$ cat src/rtl/adder_pipe.sv
`default_nettype none
// ============================================================================
//  Module   : adder_pipe
//  Brief    : Pipelined WIDTH-bit add/subtract unit. The operation is split
//             into WIDTH/CHUNK carry-chained slices, one slice per stage,
//             behind a valid/ready handshake with full-pipeline backpressure.
//             Produces carry, signed overflow, zero and negative flags.
//  Revision : 1.0 - initial release
// ============================================================================
module adder_pipe #(
  parameter int WIDTH = 32,
  parameter int CHUNK = 8
) (
  input  logic             clk,
  input  logic             rst,
  input  logic             in_valid,
  output logic             in_ready,
  input  logic [WIDTH-1:0] a,
  input  logic [WIDTH-1:0] b,
  input  logic             c_in,
  input  logic             op,
  output logic             out_valid,
  input  logic             out_ready,
  output logic [WIDTH-1:0] s,
  output logic             c_out,
  output logic             ovf,
  output logic             zero,
  output logic             neg
);

  localparam int STAGES = WIDTH / CHUNK;
  localparam int LAST   = STAGES - 1;

  // Pipeline-wide enable: the whole pipe moves whenever the output register
  // is empty or is being consumed this cycle.
  logic advance;

  // Stage registers. Stage k holds the operation after slice k was added.
  // Operands travel along so later stages can add their upper slices; the
  // partial sum carries the already-computed lower slices.
  logic [STAGES-1:0] valid_q, valid_d;
  logic [STAGES-1:0] carry_q, carry_d;
  logic [WIDTH-1:0]  a_q   [STAGES];
  logic [WIDTH-1:0]  a_d   [STAGES];
  logic [WIDTH-1:0]  b_q   [STAGES];
  logic [WIDTH-1:0]  b_d   [STAGES];
  logic [WIDTH-1:0]  sum_q [STAGES];
  logic [WIDTH-1:0]  sum_d [STAGES];

  // Flags are produced alongside the final slice and registered with it.
  logic ovf_q, ovf_d;
  logic zero_q, zero_d;
  logic neg_q, neg_d;

  // Inputs seen by each stage: stage 0 takes the ports, stage k takes the
  // registers of stage k-1.
  logic [STAGES-1:0] src_valid;
  logic [STAGES-1:0] src_carry;
  logic [WIDTH-1:0]  src_a   [STAGES];
  logic [WIDTH-1:0]  src_b   [STAGES];
  logic [WIDTH-1:0]  src_sum [STAGES];

  // CHUNK-bit slice sum plus its carry out, one per stage.
  logic [CHUNK:0]    slice_sum [STAGES];

  logic [WIDTH-1:0]  final_sum;

  assign advance  = !valid_q[LAST] || out_ready;
  assign in_ready = advance;

  // Route each stage's operands: ports into stage 0, previous stage onward.
  always_comb begin
    src_valid    = '0;
    src_carry    = '0;
    src_a        = '{default: '0};
    src_b        = '{default: '0};
    src_sum      = '{default: '0};
    src_valid[0] = in_valid;
    src_carry[0] = c_in;
    src_a[0]     = a;
    src_b[0]     = b ^ {WIDTH{op}};
    src_sum[0]   = '0;
    for (int k = 1; k < STAGES; k++) begin
      src_valid[k] = valid_q[k-1];
      src_carry[k] = carry_q[k-1];
      src_a[k]     = a_q[k-1];
      src_b[k]     = b_q[k-1];
      src_sum[k]   = sum_q[k-1];
    end
  end

  // Add one CHUNK-wide slice per stage and merge it into the partial sum.
  always_comb begin
    valid_d   = '0;
    carry_d   = '0;
    a_d       = '{default: '0};
    b_d       = '{default: '0};
    sum_d     = '{default: '0};
    slice_sum = '{default: '0};
    for (int k = 0; k < STAGES; k++) begin
      slice_sum[k] = {1'b0, src_a[k][k*CHUNK +: CHUNK]}
                   + {1'b0, src_b[k][k*CHUNK +: CHUNK]}
                   + {{CHUNK{1'b0}}, src_carry[k]};
      valid_d[k]   = src_valid[k];
      carry_d[k]   = slice_sum[k][CHUNK];
      a_d[k]       = src_a[k];
      b_d[k]       = src_b[k];
      sum_d[k]     = src_sum[k];
      sum_d[k][k*CHUNK +: CHUNK] = slice_sum[k][CHUNK-1:0];
    end
  end

  // Flags from the complete result leaving the last slice adder. Overflow:
  // operands of equal sign producing a result of the other sign.
  always_comb begin
    final_sum = sum_d[LAST];
    ovf_d     = (src_a[LAST][WIDTH-1] == src_b[LAST][WIDTH-1]) &&
                (final_sum[WIDTH-1] != src_a[LAST][WIDTH-1]);
    zero_d    = (final_sum == '0);
    neg_d     = final_sum[WIDTH-1];
  end

  // Pipeline registers: cleared by reset, shifted together on advance,
  // held as a whole otherwise so outputs stay stable under backpressure.
  always_ff @(posedge clk) begin
    if (rst) begin
      valid_q <= '0;
      carry_q <= '0;
      a_q     <= '{default: '0};
      b_q     <= '{default: '0};
      sum_q   <= '{default: '0};
      ovf_q   <= 1'b0;
      zero_q  <= 1'b0;
      neg_q   <= 1'b0;
    end else if (advance) begin
      valid_q <= valid_d;
      carry_q <= carry_d;
      a_q     <= a_d;
      b_q     <= b_d;
      sum_q   <= sum_d;
      ovf_q   <= ovf_d;
      zero_q  <= zero_d;
      neg_q   <= neg_d;
    end
  end

  assign out_valid = valid_q[LAST];
  assign s         = sum_q[LAST];
  assign c_out     = carry_q[LAST];
  assign ovf       = ovf_q;
  assign zero      = zero_q;
  assign neg       = neg_q;

endmodule
`default_nettype wire
$ cat config.mk
export PLATFORM = sky130hd
export DESIGN_NAME = adder_pipe
export DESIGN_NICKNAME = d
export VERILOG_FILES = /design/src/rtl/adder_pipe.sv
export SDC_FILE = /design/constraint.sdc
export NUM_CORES = 1
export LEC_CHECK = 0
export CORE_UTILIZATION = 50
export DETAILED_ROUTE_END_ITERATION = 10
export GPL_ROUTABILITY_DRIVEN = 0
export GPL_TIMING_DRIVEN = 0
export PLACE_DENSITY = 0.78
export SYNTH_ARGS = -nofsm -noshare
export SYNTH_HDL_FRONTEND = slang
export SYNTH_SLANG_ARGS = --single-unit
$ cat constraint.sdc
create_clock -name clk -period 2.8 [get_ports clk]
set_clock_uncertainty 0.05 [all_clocks]
set_input_delay 0.56 -clock clk [delete_from_list [all_inputs] [get_ports clk]]
set_output_delay 0.56 -clock clk [all_outputs]
set_load 0.05 [all_outputs]
Yosys cells after proc, flatten, opt, wreduce, memory -nomap -nowiden. Index checks and enable logic that the tools add are counted.

Bits in read-only memories: 0. Memories: 0. Bits in latches: 0. Input port bits: 70. Memory bits (writable): 0. Register bits after elaboration: 283.

$mul: 0. Order comparisons: 0. $add $sub $neg: 8. Divide/modulo/power cells: 0. Shift operators: 0. Reductions and logical operators: 4. Multiplexer cells: 0. Bitwise logic cells: 1. Equal/unequal tests: 2.

Operators with widths (count): 8-bit by 8-bit adder with 9-bit output (4); 9-bit by 1-bit adder with 9-bit output (4); 32-bit logical NOT (1); 32-bit XOR (1); 1-bit == test (1); 1-bit logical AND (1); 1-bit logical NOT (1); 1-bit logical OR (1); 1-bit inequality test (1).

Depth between registers and ports, before layout.
Depth in word-level cells: 4. Gate-level depth with buffers: 12.

Least setup slack after synthesis. OpenSTA, ideal clock, no wires.

Path type: input -> register. From: input op. To: register carry_q[0]. Library setup time: 134 ps. Path slack: -236 ps. Buffers on the path: 2. Data arrival time: 2852 ps. Cell stages on the path: 12. Path through: clkbuf_1 buf_1 xnor2_1 fa_1 inv_1 fa_1 a21o_1 a21oi_1 o21bai_1 a21o_1 a21oi_1 o22ai_1.

Longest elaborated chain between the ends: 3.

Ends and longest elaborated chain: from (decl) (line 21) `input logic op,`; 32-bit XOR (line 81) `src_b[0] = b ^ {WIDTH{op}};`; 8-bit by 8-bit adder with 9-bit output (line 102) `+ {1'b0, src_b[k][k*CHUNK +: CHUNK]}`; 9-bit by 1-bit adder with 9-bit output (line 103) `+ {{CHUNK{1'b0}}, src_carry[k]};`; to (signal assigned) (line 137) `carry_q <= carry_d;`; to (decl) (line 42) `logic [STAGES-1:0] carry_q, carry_d;`.

No other way between the ends. A chain may end at the register's enable or synchronous reset.

Worst setup path in the final report.
From: input out_ready. To: output in_ready.

Longest elaborated chain between the ends: 1.

Ends and longest elaborated chain: from (decl) (line 23) `input logic out_ready,`; 1-bit logical OR (line 68) `assign advance = !valid_q[LAST] || out_ready;`; to (decl) (line 17) `output logic in_ready,`.

No other way between the ends.

==> flow_summary.yaml <==
status:
  status: "finished, final reports clean"
logic_synthesis:
  synth_area_per_cell_um2: 8.16
  ys_seq_area_share_pct: 46.8
  netlist_instances: 975
  synth-edff-count: 0
  ys_ff_latch: 186
  yosysUniqueCellTypes: 37
  synth_ff_type: "dfxtp_1"
  ys_async_sr_fraction_pct: 0
  yosysWarningCount: 0
  synthesis.nets: 1081
  syn-cell-area_mm2: 0.00795
grt:
  grt_max_degree: 20
  grt-ovfl-total: 0
  antenna_found_initial: 0
  grt_first_pass_wirelength_um: 33500
  grt_pass1_vias: 6531
  track_usage_pct: 26.5
timing:
  setup_viol: 0
  slew_headroom_pct: 50.1
  whs_ps: 399
  final_max_slew_viol_count: 0
  hold_violations: 0
  rsz0062_at_grt: "false"
  max_freq_ghz: 0.363
  fin_tns_setup_ps: 0
  tightest_slew_ps: 748
  period_share_pct: 98.4
  post-route-min-period_ps: 2760
  worst_slack_ps: 44.9
layout:
  final_cell_mix: "nand2_1 (285), dfxtp_1 (185), a21oi_1 (151)"
  antennaDiodeCount: 0
  layout_commonest_cell: "nand2_1"
  final_core_util_pct: 64.6
  areaGrowthSynthToFinish_pct: 24.9
  layout.nets: 1204
  drive_gt1_share_pct: 4.77
  fill_cells: 1289
power:
  p_per_area_mw_per_mm2: 641
  power.leakage_nw: 3.91
  max-vdd-ir-drop_uv: 503
  finalPower_mw: 6.37
clock_network:
  cts.path.max_buffers: 2
  cts_resized: 10
  cts_htree_levels: 4
  clk_pin_slew_worst_paths_ps: 70
  insertion_delay_ps: 430
  cts_setup_buffers: 0
  cts_sinks: 186
  cts_buffers: 17
  cts_hold_buf: 0
  root_buffer: "clkbuf_16"
  cts_tree: "yes"
placed_design:
  post-dp-hpwl_um: 15400
  dp_slack_ps: -1220
  io_buffers: 105
floorplanning:
  io_pins: 108
  start_util_pct: 51.7
  die_w_um: 128
  num_rows: 45
  die-area_mm2: 0.0164
  die_y_um: 128
  core_region_area_mm2: 0.0154
routing:
  dr.first_iter.drc_count: 462
  viasPerCell: 5.39
  route.final.wire_length_um: 20800
  postRouteAntennaNets: 0
  vias: 7126
  wire_per_inst_um: 15.7
  dr.pass1.iters: 7
  drc_errors: 0
critical_path:
  cp.arrival_ps: 2150
  cp_top_family: "buffers and inverters"
  cp-end-kind: "output pin"
  crit_chain: "clkdlybuf4s50_1 -> nor2b_1 -> clkbuf_2 -> inv_1 -> clkbuf_4 -> buf_6 -> buf_4"
  critPathBufInv: 6
  critical_path_required_ps: 2190
  worstPathMaxFanout: 19
  setup.worst_path.start_class: "input port"
  path_class: "in2out"
  cp_slowest_cell: "clkdlybuf4s50_1"
  max_stage_delay_ps: 460
run:
  cap_viol_max_count: 0
hold_path:
  hold_path.class: "reg2reg"
## power breakdown
part | total [mW] | internal (mW) | switching, mW
combinational | 0.826 | 0.374 | 0.452
sequential | 2.94 | 2.82 | 0.119
clock | 2.60 | 1.56 | 1.04
total | 6.37 | 4.75 | 1.61
## final cells by class
type	instances	area, um2	area share (%)
Tap cell	211	264	2.66
Buffer	67	285	2.87
Multi-Input combinational cell	700	3890	39.2
Timing Repair Buffer	105	1050	10.6
Inverter	21	78.8	0.794
Sequential cell	186	3720	37.5
Clock buffer	20	457	4.60
Clock inverter	12	185	1.86
## synth_stat cells, drive strengths merged (12+ instances only)
master | instances | area (um2)
buf | 17 | 82.6
nand2 | 285 | 1070
xnor2 | 36 | 315
nor2 | 47 | 176
a211oi | 37 | 278
clkbuf | 51 | 191
xor2 | 14 | 123
dfxtp | 186 | 3720
ha | 28 | 350
inv | 21 | 78.8
a21oi | 151 | 756
nand3b | 12 | 90.1
## through the flow
stage	std cells	area [um2]
finish	1322	9930
global route	1322	9930
CTS	1322	9920
detailed placement	1291	9270
global placement	1291	9270
floorplan	975	7960
## sequential cells by signal (all words and copies together) (netlist names)
signal / count
a_d: 48
b_d: 48
carry_q: 4
final_sum: 24
ovf: 1
s: 32
src_sum: 24
valid_q: 4
zero: 1
## path summary, 6_finish.rpt
check / slack [ps] / cells past startpoint / end / startpoint
max: 40 / 7 / in_ready / out_ready
max reg2reg: 150 / 9 / zero / a_d[24]
min: 400 / 2 / s[4] / s[4]
min reg2reg: 400 / 2 / s[4] / s[4]
## worst reg2reg max path: cells and delay by family, from the launching register on
family	cells	cell delay [ps]
fa+ha+maj	2	750
compound gates	1	160
flops	1	370
simple gates	5	1170
buf+inv	1	70
## cells by family (layout without fill, tap and decap cells)
| family | count (synthesis) | count (layout) | share of synthesized area (%) |
|---|---|---|---|
| DFF | 186 | 186 | 46.8 |
| buffers and inverters | 89 | 225 | 4.44 |
| and+or+nand+nor | 387 | 387 | 20.3 |
| AOI/OAI and AO/OA | 224 | 224 | 16.2 |
| muxes | 3 | 3 | 0.378 |
| adders and majority gates | 36 | 36 | 6.42 |
| xor gates and xnor gates | 50 | 50 | 5.51 |
## routing by layer
metal  routed length, um  global-route usage (%)  vias to the layer above
li1                    -                       -                     3490
met1                9080                    34.0                     3313
met2                9760                    44.7                      265
met3                1340                    4.97                       58
met4                 590                    8.86                        0
met5                   0                       0                        -
Power figures use the tool's default switching activity.
